### config.mk
export PLATFORM = sky130hd
export DESIGN_NAME = rf_sequencer_flat
export DESIGN_NICKNAME = d
export VERILOG_FILES = /design/src/rtl/rf_seq_if.sv /design/src/rtl/rf_sequencer.sv /design/src/flat_wrapper.sv
export SDC_FILE = /design/constraint.sdc
export NUM_CORES = 1
export LEC_CHECK = 0
export CAP_MARGIN = 30
export CORE_MARGIN = 2
export CORE_UTILIZATION = 45
export CTS_CLUSTER_DIAMETER = 30
export DETAILED_ROUTE_END_ITERATION = 16
export PLACE_DENSITY_LB_ADDON = 0.15
export SYNTH_ARGS = -nofsm -noshare
export SYNTH_HDL_FRONTEND = slang
export SYNTH_SLANG_ARGS = --single-unit
### constraint.sdc
create_clock -name clk_i -period 2.5 [get_ports clk_i]
set_input_delay 0.5 -clock clk_i [delete_from_list [all_inputs] [get_ports clk_i]]
set_output_delay 0.5 -clock clk_i [all_outputs]
set_load 0.02 [all_outputs]
### src/rtl/rf_seq_if.sv
// Bundle between the sequencer, the instruction ROM and the reg-file/ALU datapath.
interface rf_seq_if #(
    parameter int PC_W = 8
);
    logic [PC_W-1:0] instr_addr;
    logic [15:0]     instr_data;
    logic [3:0]      RA1;
    logic [3:0]      RA2;
    logic [3:0]      WA;
    logic            write_enable;
    logic [2:0]      alu_op;
    logic [7:0]      imm;
    logic            use_imm;
    logic            rd1_zero;

    modport master (
        output instr_addr, RA1, RA2, WA, write_enable, alu_op, imm, use_imm,
        input  instr_data, rd1_zero
    );

    modport slave (
        input  instr_addr, RA1, RA2, WA, write_enable, alu_op, imm, use_imm,
        output instr_data, rd1_zero
    );
endinterface

### src/rtl/rf_sequencer.sv
// Multi-cycle fetch/decode/execute/writeback controller for the 16x8 register file and ALU.
// One instruction in flight; decoded controls are held through EXEC and WB.
module rf_sequencer #(
    parameter int PC_W     = 8,
    parameter int RESET_PC = 0
) (
    input  logic         clk_i,
    input  logic         reset_i,
    input  logic         run_i,
    rf_seq_if.master     bus,
    output logic         busy_o,
    output logic         halted_o,
    output logic         illegal_o
);
    localparam logic [PC_W-1:0] RESET_PC_V = PC_W'(RESET_PC);

    localparam logic [3:0] OP_NOP  = 4'h0;
    localparam logic [3:0] OP_ADD  = 4'h1;
    localparam logic [3:0] OP_SUB  = 4'h2;
    localparam logic [3:0] OP_AND  = 4'h3;
    localparam logic [3:0] OP_OR   = 4'h4;
    localparam logic [3:0] OP_XOR  = 4'h5;
    localparam logic [3:0] OP_LDI  = 4'h6;
    localparam logic [3:0] OP_ADDI = 4'h7;
    localparam logic [3:0] OP_BEQZ = 4'h8;
    localparam logic [3:0] OP_JMP  = 4'h9;
    localparam logic [3:0] OP_HALT = 4'hF;

    localparam logic [2:0] ALU_ADD = 3'd0;

    typedef enum logic [2:0] {
        S_IDLE,
        S_FETCH,
        S_DECODE,
        S_EXEC,
        S_WB,
        S_HALT
    } state_e;

    state_e          state_q, state_d;
    logic [PC_W-1:0] pc_q, pc_d;
    logic [15:0]     ir_q, ir_d;
    logic            illegal_q, illegal_d;

    logic [3:0] op, rd, rs1, rs2;
    logic [7:0] ir_imm;
    logic       in_ex;

    assign op     = ir_q[15:12];
    assign rd     = ir_q[11:8];
    assign rs1    = ir_q[7:4];
    assign rs2    = ir_q[3:0];
    assign ir_imm = ir_q[7:0];
    assign in_ex  = (state_q == S_EXEC) || (state_q == S_WB);

    always_ff @(posedge clk_i) begin
        if (reset_i) begin
            state_q   <= S_IDLE;
            pc_q      <= RESET_PC_V;
            ir_q      <= 16'h0000;
            illegal_q <= 1'b0;
        end else begin
            state_q   <= state_d;
            pc_q      <= pc_d;
            ir_q      <= ir_d;
            illegal_q <= illegal_d;
        end
    end

    always_comb begin
        state_d   = state_q;
        pc_d      = pc_q;
        ir_d      = ir_q;
        illegal_d = illegal_q;
        case (state_q)
            S_IDLE:   if (run_i) state_d = S_FETCH;
            S_FETCH:  state_d = S_DECODE;
            S_DECODE: begin
                ir_d    = bus.instr_data;
                pc_d    = pc_q + PC_W'(1);
                state_d = S_EXEC;
            end
            S_EXEC: begin
                state_d = S_FETCH;
                case (op)
                    OP_ADD, OP_SUB, OP_AND, OP_OR, OP_XOR, OP_LDI, OP_ADDI:
                        state_d = S_WB;
                    // A taken branch replaces the increment made in DECODE.
                    OP_BEQZ: if (bus.rd1_zero) pc_d = PC_W'(ir_imm);
                    OP_JMP:  pc_d = PC_W'(ir_imm);
                    OP_HALT: state_d = S_HALT;
                    OP_NOP:  state_d = S_FETCH;
                    default: illegal_d = 1'b1;
                endcase
            end
            S_WB:     state_d = S_FETCH;
            S_HALT:   state_d = S_HALT;
            default:  state_d = S_IDLE;
        endcase
    end

    always_comb begin
        bus.RA1     = 4'h0;
        bus.RA2     = 4'h0;
        bus.WA      = 4'h0;
        bus.alu_op  = ALU_ADD;
        bus.imm     = 8'h00;
        bus.use_imm = 1'b0;
        if (in_ex) begin
            case (op)
                OP_ADD, OP_SUB, OP_AND, OP_OR, OP_XOR: begin
                    bus.RA1    = rs1;
                    bus.RA2    = rs2;
                    bus.WA     = rd;
                    bus.alu_op = op[2:0] - 3'd1;
                end
                OP_LDI: begin
                    bus.WA      = rd;
                    bus.imm     = ir_imm;
                    bus.use_imm = 1'b1;
                end
                OP_ADDI: begin
                    bus.RA1     = rd;
                    bus.WA      = rd;
                    bus.imm     = ir_imm;
                    bus.use_imm = 1'b1;
                end
                OP_BEQZ: bus.RA1 = rd;
                default: ;
            endcase
        end
    end

    // Reset masks the strobe so a write in flight is dropped on the reset edge.
    assign bus.write_enable = (state_q == S_WB) && !reset_i;
    assign bus.instr_addr   = pc_q;
    assign busy_o           = (state_q == S_FETCH) || (state_q == S_DECODE) || in_ex;
    assign halted_o         = (state_q == S_HALT);
    assign illegal_o        = illegal_q;
endmodule

### src/flat_wrapper.sv
// flat-port wrapper written by rule: the top's interface ports become plain ports
module rf_sequencer_flat 
#(
    parameter int PC_W     = 8,
    parameter int RESET_PC = 0
)
  (clk_i, reset_i, run_i, busy_o, halted_o, illegal_o, bus_instr_addr, bus_RA1, bus_RA2, bus_WA, bus_write_enable, bus_alu_op, bus_imm, bus_use_imm, bus_instr_data, bus_rd1_zero);
  rf_seq_if #(.PC_W(PC_W)) bus_i ();
  input  logic clk_i;
  input  logic reset_i;
  input  logic run_i;
  output logic busy_o;
  output logic halted_o;
  output logic illegal_o;
  output wire logic [$bits(bus_i.instr_addr)-1:0] bus_instr_addr;
  output wire logic [$bits(bus_i.RA1)-1:0] bus_RA1;
  output wire logic [$bits(bus_i.RA2)-1:0] bus_RA2;
  output wire logic [$bits(bus_i.WA)-1:0] bus_WA;
  output wire logic [$bits(bus_i.write_enable)-1:0] bus_write_enable;
  output wire logic [$bits(bus_i.alu_op)-1:0] bus_alu_op;
  output wire logic [$bits(bus_i.imm)-1:0] bus_imm;
  output wire logic [$bits(bus_i.use_imm)-1:0] bus_use_imm;
  input wire logic [$bits(bus_i.instr_data)-1:0] bus_instr_data;
  input wire logic [$bits(bus_i.rd1_zero)-1:0] bus_rd1_zero;
  assign bus_instr_addr = bus_i.instr_addr;
  assign bus_RA1 = bus_i.RA1;
  assign bus_RA2 = bus_i.RA2;
  assign bus_WA = bus_i.WA;
  assign bus_write_enable = bus_i.write_enable;
  assign bus_alu_op = bus_i.alu_op;
  assign bus_imm = bus_i.imm;
  assign bus_use_imm = bus_i.use_imm;
  assign bus_i.instr_data = bus_instr_data;
  assign bus_i.rd1_zero = bus_rd1_zero;
  rf_sequencer #(.PC_W(PC_W), .RESET_PC(RESET_PC)) u_core (.clk_i(clk_i), .reset_i(reset_i), .run_i(run_i), .bus(bus_i), .busy_o(busy_o), .halted_o(halted_o), .illegal_o(illegal_o));
endmodule
==> flow_summary.html <==
<table>
<tr><th>Metric</th><th>Value</th></tr>
<tr><th colspan="2">Synthesis</th></tr>
<tr><td>Share of synthesized area occupied by flip-flops and latches</td><td>about a third</td></tr>
<tr><td>Number of standard cells after synthesis</td><td>210</td></tr>
<tr><td>Syn_area_per_cell</td><td>between 7 and 8 um^2</td></tr>
<tr><td>Cell area after synthesis</td><td>roughly 1700 um^2</td></tr>
<tr><td>Distinct cell type count after synthesis</td><td>45</td></tr>
<tr><td>Total nets after synthesis</td><td>between 200 and 250</td></tr>
<tr><td>Number of flops mapped to enable cells by yosys</td><td>0</td></tr>
<tr><td>Number of storage elements in the synthesis netlist</td><td>28</td></tr>
<tr><td>Commonest register cell after synthesis</td><td>sky130_fd_sc_hd__dfxtp_1</td></tr>
<tr><td>Proportion of synthesized flip-flops having asynchronous set or reset</td><td>0%</td></tr>
<tr><td>Count of warnings emitted by yosys</td><td>0</td></tr>
<tr><th colspan="2">CTS</th></tr>
<tr><td>Clock H-tree levels</td><td>1</td></tr>
<tr><td>CTS sink cnt</td><td>28</td></tr>
<tr><td>TritonCTS clock tree</td><td>done</td></tr>
<tr><td>Deepest clock path buffer count</td><td>2</td></tr>
<tr><td>CTS Root Cell</td><td>sky130_fd_sc_hd__clkbuf_8</td></tr>
<tr><td>Cts bufs inserted</td><td>3</td></tr>
<tr><td>Clock latency on the worst-skew pair</td><td>around 0.28 ns</td></tr>
<tr><td>Clock-pin transition on the worst setup and hold timing paths</td><td>0.09 ns</td></tr>
<tr><th colspan="2">Worst setup path</th></tr>
<tr><td>WP buf/inv</td><td>2</td></tr>
<tr><td>Delay of the slowest critical-path stage</td><td>0.37 ns</td></tr>
<tr><td>Worst path arrival time</td><td>approximately 2 ns</td></tr>
<tr><td>Worst setup slack for register-to-register paths</td><td>between 0.5 and 0.6 ns</td></tr>
<tr><td>CP startpoint kind</td><td>flip-flop</td></tr>
<tr><td>Kind of cell adding the most delay to the critical path</td><td>simple AND/OR/NAND/NOR gates</td></tr>
<tr><td>Slowest CP cell</td><td>sky130_fd_sc_hd__dfxtp_4</td></tr>
<tr><td>Endpoint kind of the worst setup timing path</td><td>output pin</td></tr>
<tr><td>Ordered cell list for the critical path</td><td>inv_1 -&gt; ha_2 -&gt; or3_4 -&gt; a21oi_4 -&gt; nor2_4 -&gt; a22o_1 -&gt; buf_2</td></tr>
<tr><td>Req. time, crit path</td><td>2.00 ns</td></tr>
<tr><td>Maximum fanout count along the critical path</td><td>8</td></tr>
<tr><td>Path type of the worst setup path</td><td>reg -&gt; out</td></tr>
<tr><th colspan="2">Timing</th></tr>
<tr><td>Max Fclk</td><td>approximately 410 MHz</td></tr>
<tr><td>Worst Hold Margin</td><td>0.477 ns</td></tr>
<tr><td>Count of final hold-check violations</td><td>0</td></tr>
<tr><td>Worst clock skew on the final layout</td><td>~0.0094 ns</td></tr>
<tr><td>Final worst path period share</td><td>97.9%</td></tr>
<tr><td>Slew Limit Fails</td><td>0</td></tr>
<tr><td>Sum Neg Setup Slack</td><td>0 ns</td></tr>
<tr><td>Worst-case headroom to the max-slew limit</td><td>slightly below 80%</td></tr>
<tr><td>Least-Margin Pin Slew</td><td>~0.34 ns</td></tr>
<tr><td>Shortest period the worst path allows</td><td>between 2 and 2.5 ns</td></tr>
<tr><td>Setup violators final</td><td>0</td></tr>
<tr><th colspan="2">Hold path</th></tr>
<tr><td>HP Class</td><td>reg -&gt; reg</td></tr>
<tr><th colspan="2">Power and ir drop</th></tr>
<tr><td>Psw</td><td>between 0.3 and 0.4 mW</td></tr>
<tr><td>Total power after layout</td><td>between 1 and 1.5 mW</td></tr>
<tr><td>Internal Power</td><td>between 0.7 and 0.8 mW</td></tr>
<tr><td>Net switching share of the total power</td><td>30.6%</td></tr>
<tr><td>Sequential Power Share</td><td>roughly 45%</td></tr>
<tr><td>Worst IR Drop VDD</td><td>roughly 0.00033 V</td></tr>
<tr><td>Clk network pwr share</td><td>25.4%</td></tr>
<tr><td>Areal power density over the cells</td><td>approximately 470 nW/um^2</td></tr>
<tr><td>Proportion of power drawn by combinational gates</td><td>between 20 and 30%</td></tr>
<tr><td>Leak</td><td>about 0.97 nW</td></tr>
<tr><th colspan="2">Place</th></tr>
<tr><td>Buffers on Ports</td><td>between 50 and 60</td></tr>
<tr><td>Cell area after placement</td><td>around 2300 um^2</td></tr>
<tr><td>Final weighted congestion in routability-driven placement</td><td>a little over 0.8</td></tr>
<tr><td>Number of placed instances, taps included</td><td>approximately 320</td></tr>
<tr><td>Post-detailed-placement half-perimeter wirelength</td><td>3.13 mm</td></tr>
<tr><th colspan="2">Drt</th></tr>
<tr><td>Number of vias per cell</td><td>5.21</td></tr>
<tr><td>Antenna violation net count after detailed routing</td><td>0</td></tr>
<tr><td>Total wire length</td><td>roughly 4.6 mm</td></tr>
<tr><td>Count of vias placed by the detailed router</td><td>1703</td></tr>
<tr><td>DRC violations left</td><td>0</td></tr>
<tr><td>DR WL/cell</td><td>about 14 um</td></tr>
<tr><td>Number of detailed-route iterations in the first pass</td><td>4</td></tr>
<tr><td>Number of DRC markers after the initial detailed-route iteration</td><td>about 140</td></tr>
<tr><th colspan="2">Die</th></tr>
<tr><td>Overall die area</td><td>roughly 4200 um^2</td></tr>
<tr><td>Die X-Extent</td><td>around 65 um</td></tr>
<tr><td>Cell Rows</td><td>22</td></tr>
<tr><td>Die H</td><td>between 60 and 70 um</td></tr>
<tr><td>Initial standard-cell utilization of the core</td><td>a little under half</td></tr>
<tr><td>Ports</td><td>56</td></tr>
<tr><td>Placeable core region</td><td>3610 um^2</td></tr>
<tr><th colspan="2">Global route</th></tr>
<tr><td>GR Util All Layers</td><td>between 20 and 25%</td></tr>
<tr><td>Maximum number of pins on one net before global-route repair</td><td>31</td></tr>
<tr><td>Number of global-route vias before repair</td><td>1589</td></tr>
<tr><td>Initial antenna violation count</td><td>0</td></tr>
<tr><td>Overflow after GRT</td><td>0</td></tr>
<tr><td>First-pass GRT wire length</td><td>roughly 7.4 mm</td></tr>
<tr><th colspan="2">Job</th></tr>
<tr><td>Max-Cap Viols</td><td>0</td></tr>
<tr><th colspan="2">Layout</th></tr>
<tr><td>Total Nets Final</td><td>305</td></tr>
<tr><td>Summed area of non-filler cells in the final layout</td><td>about 2400 um^2</td></tr>
<tr><td>Most common library cell in the layout ignoring fill and taps</td><td>sky130_fd_sc_hd__nand2_1</td></tr>
<tr><td>Fill cells</td><td>312</td></tr>
<tr><td>Top library cells by usage in the layout, fill and taps aside</td><td>38 x sky130_fd_sc_hd__nand2_1, 31 x sky130_fd_sc_hd__clkdlybuf4s50_1, 26 x sky130_fd_sc_hd__dfxtp_1</td></tr>
<tr><td>Number of non-filler instances in the completed layout</td><td>around 330</td></tr>
<tr><td>Relative area change from synthesis to final layout</td><td>47.2%</td></tr>
<tr><td>Share of post-route cells with drive strength above 1</td><td>around 22%</td></tr>
<tr><td>Count of antenna diodes in the layout</td><td>0</td></tr>
<tr><th colspan="2">Run status</th></tr>
<tr><td>Run status</td><td>finished, final reports clean</td></tr>
</table>
## synthesized netlist by cell type (2+ instances only)
| library cell | n | area, um^2 |
|---|---|---|
| sky130_fd_sc_hd__clkbuf_1 | 5 | 18.8 |
| sky130_fd_sc_hd__o21ai_0 | 7 | 35.0 |
| sky130_fd_sc_hd__and2_1 | 16 | 100 |
| sky130_fd_sc_hd__a21oi_1 | 24 | 120 |
| sky130_fd_sc_hd__dfxtp_1 | 28 | 561 |
| sky130_fd_sc_hd__buf_6 | 3 | 33.8 |
| sky130_fd_sc_hd__nor2_1 | 12 | 45.0 |
| sky130_fd_sc_hd__buf_2 | 3 | 15.0 |
| sky130_fd_sc_hd__inv_1 | 3 | 11.3 |
| sky130_fd_sc_hd__mux2_2 | 2 | 22.5 |
| sky130_fd_sc_hd__a2111oi_0 | 2 | 17.5 |
| sky130_fd_sc_hd__or3_1 | 3 | 18.8 |
| sky130_fd_sc_hd__nand2_1 | 38 | 143 |
| sky130_fd_sc_hd__nand3b_1 | 2 | 15.0 |
| sky130_fd_sc_hd__buf_4 | 2 | 15.0 |
| sky130_fd_sc_hd__nor4_1 | 3 | 18.8 |
| sky130_fd_sc_hd__nor3_1 | 7 | 35.0 |
| sky130_fd_sc_hd__a21o_1 | 3 | 22.5 |
| sky130_fd_sc_hd__a22o_1 | 4 | 35.0 |
| sky130_fd_sc_hd__nand3_1 | 3 | 15.0 |
| sky130_fd_sc_hd__o21ba_2 | 2 | 20.0 |
| sky130_fd_sc_hd__xnor2_1 | 3 | 26.3 |
| sky130_fd_sc_hd__nand2b_1 | 3 | 18.8 |
| sky130_fd_sc_hd__ha_1 | 5 | 62.6 |
| sky130_fd_sc_hd__nor2b_1 | 5 | 31.3 |
| sky130_fd_sc_hd__a211oi_1 | 2 | 15.0 |
| sky130_fd_sc_hd__mux2i_1 | 2 | 20.0 |
## tightest hold or removal path: cells and delay by family (launching register included)
kind | cells | cell delay (ns)
compound gates | 1 | 0.05
simple gates | 1 | 0.05
flops | 1 | 0.33
## worst paths after layout
path	startpoint	endpoint	cells past startpoint
setup reg to reg	u_core.ir_q[12]$_SDFFE_PP0P_	u_core.bus.instr_addr[0]$_SDFFE_PP0P_	8
hold / removal	u_core.ir_q[10]$_SDFFE_PP0P_	u_core.ir_q[10]$_SDFFE_PP0P_	2
hold reg to reg	u_core.ir_q[10]$_SDFFE_PP0P_	u_core.ir_q[10]$_SDFFE_PP0P_	2
setup / recovery	u_core.ir_q[12]$_SDFFE_PP0P_	bus_RA1[3]	7
## cell type report
cell class              count  area [um^2]  share of cell area [%]
clock buffers               4         55.1                    2.26
well taps                  48         60.1                    2.47
inverters                   3         11.3                   0.463
multi-input cells         166         1080                    44.2
repair buffers             78          662                    27.2
flip-flops and latches     28          568                    23.4
## sequential cells by signal, indices dropped and copies added, names as in the netlist
name and cells:
u_core.state_q 3, u_core.ir_q 16, u_core.bus.instr_addr 8, u_core.illegal_o 1
## metal layers
metal	wire length (um)	global-route usage, %	vias up
li1	-	-	864
met1	2140	28.8	796
met2	2220	38.8	41
met3	193	4.69	2
met4	17	3.19	0
met5	0	0	-
## power by group through the flow
stage	registers [mW]	logic, mW	clock network, mW
CTS	0.511	0.314	0.295
floorplan	0.510	0.187	0
finish	0.512	0.333	0.288
global placement	0.520	0.292	0
global route	0.518	0.361	0.312
detailed placement	0.520	0.299	0
## kinds of logic (layout without fill, tap and decap cells)
group | after synthesis | after routing | share of synthesized area, %
compound gates | 54 | 54 | 21.3
xor+xnor | 3 | 3 | 1.59
fa+ha+maj | 5 | 5 | 3.79
buf+inv | 16 | 85 | 5.68
flops | 28 | 28 | 33.9
mux | 4 | 4 | 2.57
simple gates | 100 | 100 | 31.2
## per-stage QoR
| step | setup slack (ns) | util, % |
|---|---|---|
| 2_1_floorplan | 0.359 | - |
| 3_3_place_gp | -0.0742 | 64.9 |
| 3_5_place_dp | -0.220 | 64.9 |
| 4_1_cts | -0.0629 | 66.4 |
| 5_1_grt | -0.0469 | 67.5 |
| 6_report | 0.0525 | 67.5 |
## repair_timing
item	4_1_cts	5_1_grt
pin swaps	1	9
hold buffers	0	0
setup buffers	1	1
resized for setup	53	26
endpoints found under the setup margin	24	23
Power figures use the tool's default switching activity.
